**config.mk**
```make
export PLATFORM = sky130hd
export DESIGN_NAME = pc_update_sequencer_flat
export DESIGN_NICKNAME = d
export VERILOG_FILES = /design/src/rtl/pc_update_sequencer_if.sv /design/src/rtl/pc_update_sequencer.sv /design/src/flat_wrapper.sv
export SDC_FILE = /design/constraint.sdc
export NUM_CORES = 1
export LEC_CHECK = 0
export CAP_MARGIN = 20
export CORE_MARGIN = 4
export CORE_UTILIZATION = 30
export CTS_CLUSTER_DIAMETER = 100
export DETAILED_ROUTE_END_ITERATION = 7
export SETUP_SLACK_MARGIN = 0.1
export SYNTH_ARGS = -nofsm -noshare
export SYNTH_HDL_FRONTEND = slang
export SYNTH_SLANG_ARGS = --single-unit
export TNS_END_PERCENT = 20
```
**constraint.sdc**
```tcl
create_clock -name clk -period 1.7 [get_ports clk]
set_input_delay 0.17 -clock clk [delete_from_list [all_inputs] [get_ports clk]]
set_output_delay 0.17 -clock clk [all_outputs]
set_load 0.05 [all_outputs]
```
**src/rtl/pc_update_sequencer_if.sv**
```systemverilog
// PC-update request/response bundle between the control unit and the sequencer.
// master: control unit side (drives request), slave: pc_update_sequencer.
interface pc_update_sequencer_if;
    logic       req_valid;
    logic       req_ready;
    logic [2:0] req_type;
    logic       branch_taken;
    logic       exc_opcode;
    logic       exc_ovf;
    logic       exc_div0;
    logic [2:0] pc_source;
    logic       pc_write;
    logic       epc_write;
    logic       mem_read;
    logic [7:0] vec_addr;
    logic [1:0] cause;
    logic       done;

    modport master (
        output req_valid, req_type, branch_taken,
        output exc_opcode, exc_ovf, exc_div0,
        input  req_ready, pc_source, pc_write, epc_write,
        input  mem_read, vec_addr, cause, done
    );

    modport slave (
        input  req_valid, req_type, branch_taken,
        input  exc_opcode, exc_ovf, exc_div0,
        output req_ready, pc_source, pc_write, epc_write,
        output mem_read, vec_addr, cause, done
    );
endinterface

```
**src/rtl/pc_update_sequencer.sv**
```systemverilog
// PC-update sequencer: single-cycle PC writes or the EPC/vector-load exception
// sequence. Ports: clk, reset (async active-low), bus (pc_update_sequencer_if.slave).
// Optional PCSEQ_RTE_EN: RTE loads PC from EPC; otherwise RTE is an invalid opcode.
module pc_update_sequencer #(
    parameter int unsigned MEM_LAT    = 2,
    parameter logic [7:0]  VEC_OPCODE = 8'd253,
    parameter logic [7:0]  VEC_OVF    = 8'd254,
    parameter logic [7:0]  VEC_DIV0   = 8'd255
) (
    input logic                  clk,
    input logic                  reset,
    pc_update_sequencer_if.slave bus
);

    typedef enum logic [2:0] {
        IDLE,
        UPD,
        EXC_EPC,
        EXC_WAIT,
        EXC_LOAD
    } state_e;

    localparam logic [2:0] SRC_JADDR  = 3'd0;
    localparam logic [2:0] SRC_ALU    = 3'd1;
    localparam logic [2:0] SRC_ALUOUT = 3'd2;
    localparam logic [2:0] SRC_MEM    = 3'd3;
    localparam logic [2:0] SRC_EPC    = 3'd4;

    localparam logic [2:0] T_SEQ    = 3'd0;
    localparam logic [2:0] T_BRANCH = 3'd1;
    localparam logic [2:0] T_JUMP   = 3'd2;
    localparam logic [2:0] T_JR     = 3'd3;
    localparam logic [2:0] T_RTE    = 3'd4;

    localparam logic [1:0] C_NONE = 2'd0;
    localparam logic [1:0] C_OPC  = 2'd1;
    localparam logic [1:0] C_OVF  = 2'd2;
    localparam logic [1:0] C_DIV0 = 2'd3;

    // Wait state runs CNT_INIT..0 inclusive, i.e. MEM_LAT cycles.
    localparam logic [3:0] CNT_INIT = 4'(MEM_LAT - 1);

`ifdef PCSEQ_RTE_EN
    localparam bit RTE_EN = 1'b1;
`else
    localparam bit RTE_EN = 1'b0;
`endif

    state_e     state_q, state_d;
    logic [3:0] cnt_q, cnt_d;
    logic [1:0] cause_q, cause_d;
    logic [7:0] vec_q, vec_d;
    logic [2:0] src_q, src_d;
    logic       wr_q, wr_d;

    logic       bad_type;
    logic [1:0] exc_cause;
    logic [7:0] exc_vec;
    logic [2:0] upd_src;

    // RTE without EPC support is treated like any undecodable type.
    assign bad_type = (bus.req_type > T_RTE) ||
                      ((bus.req_type == T_RTE) && !RTE_EN);

    always_comb begin
        exc_cause = C_NONE;
        exc_vec   = 8'd0;
        if (bus.exc_opcode || bad_type) begin
            exc_cause = C_OPC;
            exc_vec   = VEC_OPCODE;
        end else if (bus.exc_div0) begin
            exc_cause = C_DIV0;
            exc_vec   = VEC_DIV0;
        end else if (bus.exc_ovf) begin
            exc_cause = C_OVF;
            exc_vec   = VEC_OVF;
        end
    end

    always_comb begin
        upd_src = SRC_ALU;
        unique case (bus.req_type)
            T_SEQ:    upd_src = SRC_ALU;
            T_BRANCH: upd_src = SRC_ALUOUT;
            T_JUMP:   upd_src = SRC_JADDR;
            T_JR:     upd_src = SRC_ALU;
            T_RTE:    upd_src = SRC_EPC;
            default:  upd_src = SRC_ALU;
        endcase
    end

    always_comb begin
        state_d = state_q;
        cnt_d   = cnt_q;
        cause_d = cause_q;
        vec_d   = vec_q;
        src_d   = src_q;
        wr_d    = wr_q;
        unique case (state_q)
            IDLE: begin
                if (bus.req_valid) begin
                    if (exc_cause != C_NONE) begin
                        state_d = EXC_EPC;
                        cause_d = exc_cause;
                        vec_d   = exc_vec;
                    end else begin
                        state_d = UPD;
                        src_d   = upd_src;
                        wr_d    = !((bus.req_type == T_BRANCH) &&
                                    !bus.branch_taken);
                    end
                end
            end
            UPD: begin
                state_d = IDLE;
            end
            EXC_EPC: begin
                state_d = EXC_WAIT;
                cnt_d   = CNT_INIT;
            end
            EXC_WAIT: begin
                if (cnt_q == 4'd0) begin
                    state_d = EXC_LOAD;
                end else begin
                    cnt_d = cnt_q - 4'd1;
                end
            end
            EXC_LOAD: begin
                state_d = IDLE;
            end
            default: begin
                state_d = IDLE;
            end
        endcase
    end

    always_ff @(posedge clk or negedge reset) begin
        if (!reset) begin
            state_q <= IDLE;
            cnt_q   <= 4'd0;
            cause_q <= C_NONE;
            vec_q   <= 8'd0;
            src_q   <= SRC_JADDR;
            wr_q    <= 1'b0;
        end else begin
            state_q <= state_d;
            cnt_q   <= cnt_d;
            cause_q <= cause_d;
            vec_q   <= vec_d;
            src_q   <= src_d;
            wr_q    <= wr_d;
        end
    end

    // Enables decode from the state register only, so an async reset
    // drops them at once.
    assign bus.req_ready = (state_q == IDLE);
    assign bus.pc_write  = ((state_q == UPD) && wr_q) ||
                           (state_q == EXC_LOAD);
    assign bus.epc_write = (state_q == EXC_EPC);
    assign bus.mem_read  = (state_q == EXC_EPC) ||
                           (state_q == EXC_WAIT);
    assign bus.done      = (state_q == UPD) ||
                           (state_q == EXC_LOAD);
    assign bus.pc_source = (state_q == EXC_LOAD) ? SRC_MEM :
                           (state_q == UPD)      ? src_q   :
                                                   SRC_JADDR;
    assign bus.vec_addr  = vec_q;
    assign bus.cause     = cause_q;

endmodule
```
**src/flat_wrapper.sv**
```systemverilog
// flat-port wrapper written by rule: the top's interface ports become plain ports
module pc_update_sequencer_flat 
#(
    parameter int unsigned MEM_LAT    = 2,
    parameter logic [7:0]  VEC_OPCODE = 8'd253,
    parameter logic [7:0]  VEC_OVF    = 8'd254,
    parameter logic [7:0]  VEC_DIV0   = 8'd255
)
  (clk, reset, bus_req_valid, bus_req_type, bus_branch_taken, bus_exc_opcode, bus_exc_ovf, bus_exc_div0, bus_req_ready, bus_pc_source, bus_pc_write, bus_epc_write, bus_mem_read, bus_vec_addr, bus_cause, bus_done);
  pc_update_sequencer_if bus_i ();
  input logic clk;
  input logic reset;
  input wire logic [$bits(bus_i.req_valid)-1:0] bus_req_valid;
  input wire logic [$bits(bus_i.req_type)-1:0] bus_req_type;
  input wire logic [$bits(bus_i.branch_taken)-1:0] bus_branch_taken;
  input wire logic [$bits(bus_i.exc_opcode)-1:0] bus_exc_opcode;
  input wire logic [$bits(bus_i.exc_ovf)-1:0] bus_exc_ovf;
  input wire logic [$bits(bus_i.exc_div0)-1:0] bus_exc_div0;
  output wire logic [$bits(bus_i.req_ready)-1:0] bus_req_ready;
  output wire logic [$bits(bus_i.pc_source)-1:0] bus_pc_source;
  output wire logic [$bits(bus_i.pc_write)-1:0] bus_pc_write;
  output wire logic [$bits(bus_i.epc_write)-1:0] bus_epc_write;
  output wire logic [$bits(bus_i.mem_read)-1:0] bus_mem_read;
  output wire logic [$bits(bus_i.vec_addr)-1:0] bus_vec_addr;
  output wire logic [$bits(bus_i.cause)-1:0] bus_cause;
  output wire logic [$bits(bus_i.done)-1:0] bus_done;
  assign bus_i.req_valid = bus_req_valid;
  assign bus_i.req_type = bus_req_type;
  assign bus_i.branch_taken = bus_branch_taken;
  assign bus_i.exc_opcode = bus_exc_opcode;
  assign bus_i.exc_ovf = bus_exc_ovf;
  assign bus_i.exc_div0 = bus_exc_div0;
  assign bus_req_ready = bus_i.req_ready;
  assign bus_pc_source = bus_i.pc_source;
  assign bus_pc_write = bus_i.pc_write;
  assign bus_epc_write = bus_i.epc_write;
  assign bus_mem_read = bus_i.mem_read;
  assign bus_vec_addr = bus_i.vec_addr;
  assign bus_cause = bus_i.cause;
  assign bus_done = bus_i.done;
  pc_update_sequencer #(.MEM_LAT(MEM_LAT), .VEC_OPCODE(VEC_OPCODE), .VEC_OVF(VEC_OVF), .VEC_DIV0(VEC_DIV0)) u_core (.clk(clk), .reset(reset), .bus(bus_i));
endmodule
```
==> reports/summary.txt <==
========================================================================================
Layout Utilization ........................................................        0.513
Post-Syn Instances ........................................................           81
Post-DP HPWL ..............................................................      1.36 mm
Nature of the critical path endpoint ......................................    flip-flop
Post-layout worst setup margin ............................................    0.0100 ns
Area of the core ..........................................................     2520 um2
Number of slew-limit violations in the final report .......................            0
Portion of the clock cycle consumed by the worst path in the final layout .        0.994
Wire length of the first global-routing pass ..............................      2.86 mm
Global placer's final weighted congestion .................................        0.802
Maximum number of pins on one net before global-route repair ..............           15
Final hold violation count ................................................            0
Launching point of the worst reg2reg path ................................. u_core.state_q[0]
Cell area after placement .................................................     1180 um2
Buffer levels on the longest clock path ...................................            2
Ports .....................................................................           28
Netlist area before placement .............................................      806 um2
CP Class ..................................................................      reg2reg
Highest achievable clock rate .............................................    0.592 GHz
Sequential fraction of the synthesis area .................................        0.435
Switching power ...........................................................      1.22 mW
Clock-pin slew on the worst setup and hold paths ..........................      0.08 ns
Nets ......................................................................          129
TritonCTS clock tree ......................................................        built
Number of placed cells counting well taps .................................          137
Post-Layout Inst Area .....................................................     1290 um2
Number of port buffers ....................................................           27
Post-synth cell types .....................................................           30
Die ar. ...................................................................     3580 um2
Crit path time final ......................................................      1.69 ns
Most frequent standard cell in the layout excluding fill and tap cells ....        buf_4
Antenna violations before repair ..........................................            0
Routed via count divided by cell count ....................................         4.68
Inserted Clock Buffers ....................................................            3
Power Dens Cells ..........................................................  1960 nW/um2
Launching instance or port of the critical path ........................... u_core.state_q[0]
Starting Density ..........................................................        0.319
Peak supply drop ..........................................................       942 uV
Total leakage power .......................................................     0.589 nW
Pint ......................................................................      1.32 mW
Share of power burned in the clock network ................................        0.073
Max Cap Violations ........................................................            0
Fraction of final layout cells sized beyond drive strength 1 ..............        0.443
Pre-CTS worst setup slack .................................................    -0.262 ns
Class of the worst hold path ..............................................     in2async
Count of final setup violators ............................................            0
Detailed-route via count ..................................................          679
Outcome ................................................................... finished, final reports clean
Clk Latency, worst-skew pair ..............................................      0.27 ns
Post-synthesis area per instance ..........................................     9.95 um2
Vias in the first global route ............................................          622
Unrepaired setup endpoints after global routing ...........................         true
Clock H-tree levels .......................................................            1
Critical Path Fanout Max ..................................................            4
Filler-free cell count of the finished design .............................          145
Number of DRC violations after detailed-routing iteration 0 ...............            7
Switching part of the total ...............................................        0.481
Commonest non-fill, non-tap cells in the layout ........................... buf_4 (17), dfrtp_1 (14), clkdlybuf4s50_1 (9), buf_12 (7)
Total Wirelength ..........................................................      1.83 mm
Post-detailed-route wirelength per cell ...................................      12.6 um
Endpoint required time on the critical path ...............................      1.86 ns
Hold slack ................................................................     0.293 ns
Startpoint kind of the worst setup timing path ............................    flip-flop
Sequential share of power .................................................        0.215
Overall global routing resource usage .....................................        0.105
Overall power of the completed layout .....................................      2.53 mW
Remaining global-route overflow ...........................................            0
Syn_nets ..................................................................           93
Worst Tran Pin Value ......................................................     0.650 ns
Height of the die .........................................................      59.8 um
Fill cell count ...........................................................          237
Die X-Extent ..............................................................      59.8 um
Relative slew slack .......................................................        0.566
Data arrival time of the worst path .......................................      1.85 ns
Total of warnings raised by yosys .........................................            0
Sinks on the clock net ....................................................           14
Buffer type at the clock tree root ........................................     clkbuf_4
Count of TritonRoute iterations in the first routing pass .................            3
Setup TNS Final ...........................................................         0 ns
Count of hold buffers inserted by post-cts repair .........................            0
Residual DRC count ........................................................            0
Worst clock skew on the final layout ......................................  0.000354 ns
Area delta synth->final ...................................................        60.7%
Count of standard-cell rows ...............................................           18
Part of the total power dissipated in combinational logic .................        0.712
Yosys reg bits ............................................................           14
Antenna violation net count after detailed routing ........................            0
Number of antenna diodes ..................................................            0
========================================================================================
## synth_stat cells
cell type / n / area [um2]
dfrtp_1: 14 / 350
buf_4: 7 / 52.6
inv_1: 7 / 26.3
a21oi_1: 5 / 25.0
nand2_1: 5 / 18.8
nand2b_1: 5 / 31.3
mux2i_1: 4 / 40.0
nor2_1: 3 / 11.3
nor3_1: 3 / 15.0
o21ai_0: 3 / 15.0
ha_1: 2 / 25.0
mux2_4: 2 / 30.0
nor2b_1: 2 / 12.5
nor3b_1: 2 / 15.0
o31ai_1: 2 / 15.0
and2_2: 1 / 7.51
and3_1: 1 / 6.26
clkbuf_1: 1 / 3.75
mux2_2: 1 / 11.3
nand3_1: 1 / 5.00
nor4_1: 1 / 6.26
nor4b_1: 1 / 8.76
o211ai_1: 1 / 7.51
o311ai_0: 1 / 8.76
o32a_1: 1 / 10.0
or2_2: 1 / 6.26
or3_2: 1 / 7.51
or3_4: 1 / 11.3
or3b_4: 1 / 11.3
or4_4: 1 / 11.3
## sequential cells by signal (all words and copies together) (netlist names)
name	cells
u_core.bus.vec_addr	3
u_core.cnt_q	4
u_core.state_q	3
u_core.src_q	3
u_core.wr_q	1
## timing repair
item / CTS / global route
endpoints found under the setup margin: 11 / 14
resized for setup: 4 / 13
pin swaps: 1 / 5
setup buffers: 1 / 4
## critical path, stage by stage (launching register included)
cell     delay [ns]
dfrtp_1        0.40
or3b_4         0.40
or4_4          0.47
mux2_4         0.31
## per-layer routing
| layer | share of wire | GRT usage | vias up |
|---|---|---|---|
| met5 | 0 | 0 | - |
| met1 | 0.44 | 0.142 | 321 |
| met2 | 0.51 | 0.159 | 12 |
| met3 | 0.046 | 0.0238 | 2 |
| li1 | - | - | 344 |
| met4 | 0.0038 | 0.0475 | 0 |
## layout make-up
class | instances | area [um2] | area share
clock buffer | 3 | 22.5 | 0.0174
inverter | 7 | 26.3 | 0.0203
multi-input combinational | 52 | 415 | 0.321
sequential | 14 | 350 | 0.271
tap | 30 | 37.5 | 0.0290
timing repair buffer | 39 | 443 | 0.342
## power groups by stage
stage / sequential (mW) / clock, mW / combinational (mW)
3_5_place_dp: 0.547 / 0 / 1.66
2_1_floorplan: 0.654 / 0 / 0.929
3_3_place_gp: 0.539 / 0 / 1.64
5_1_grt: 0.563 / 0.213 / 1.91
4_1_cts: 0.541 / 0.192 / 1.71
6_report: 0.544 / 0.185 / 1.80
## path summary, 6_finish.rpt
kind,to,slack [ns],depth (start not counted)
setup / recovery,u_core.wr_q,0.01,3
max in group asynchronous,u_core.src_q[1],1.00,1
min in group clk,u_core.src_q[2],0.50,1
hold reg to reg,u_core.src_q[2],0.50,1
hold / removal,u_core.cnt_q[1],0.29,1
setup reg to reg,u_core.wr_q,0.01,3
## cell families (layout without fill, tap and decap cells)
group / count (synthesis) / in the layout / synth area share
AND/OR/NAND/NOR: 30 / 30 / 0.230
buffers and inverters: 15 / 49 / 0.102
flip-flops: 14 / 14 / 0.435
AO/OA/AOI/OAI: 13 / 13 / 0.101
multiplexers: 7 / 7 / 0.101
adder cells (fa/ha/maj): 2 / 2 / 0.0311
No activity file was read; power rests on OpenSTA's default activity.
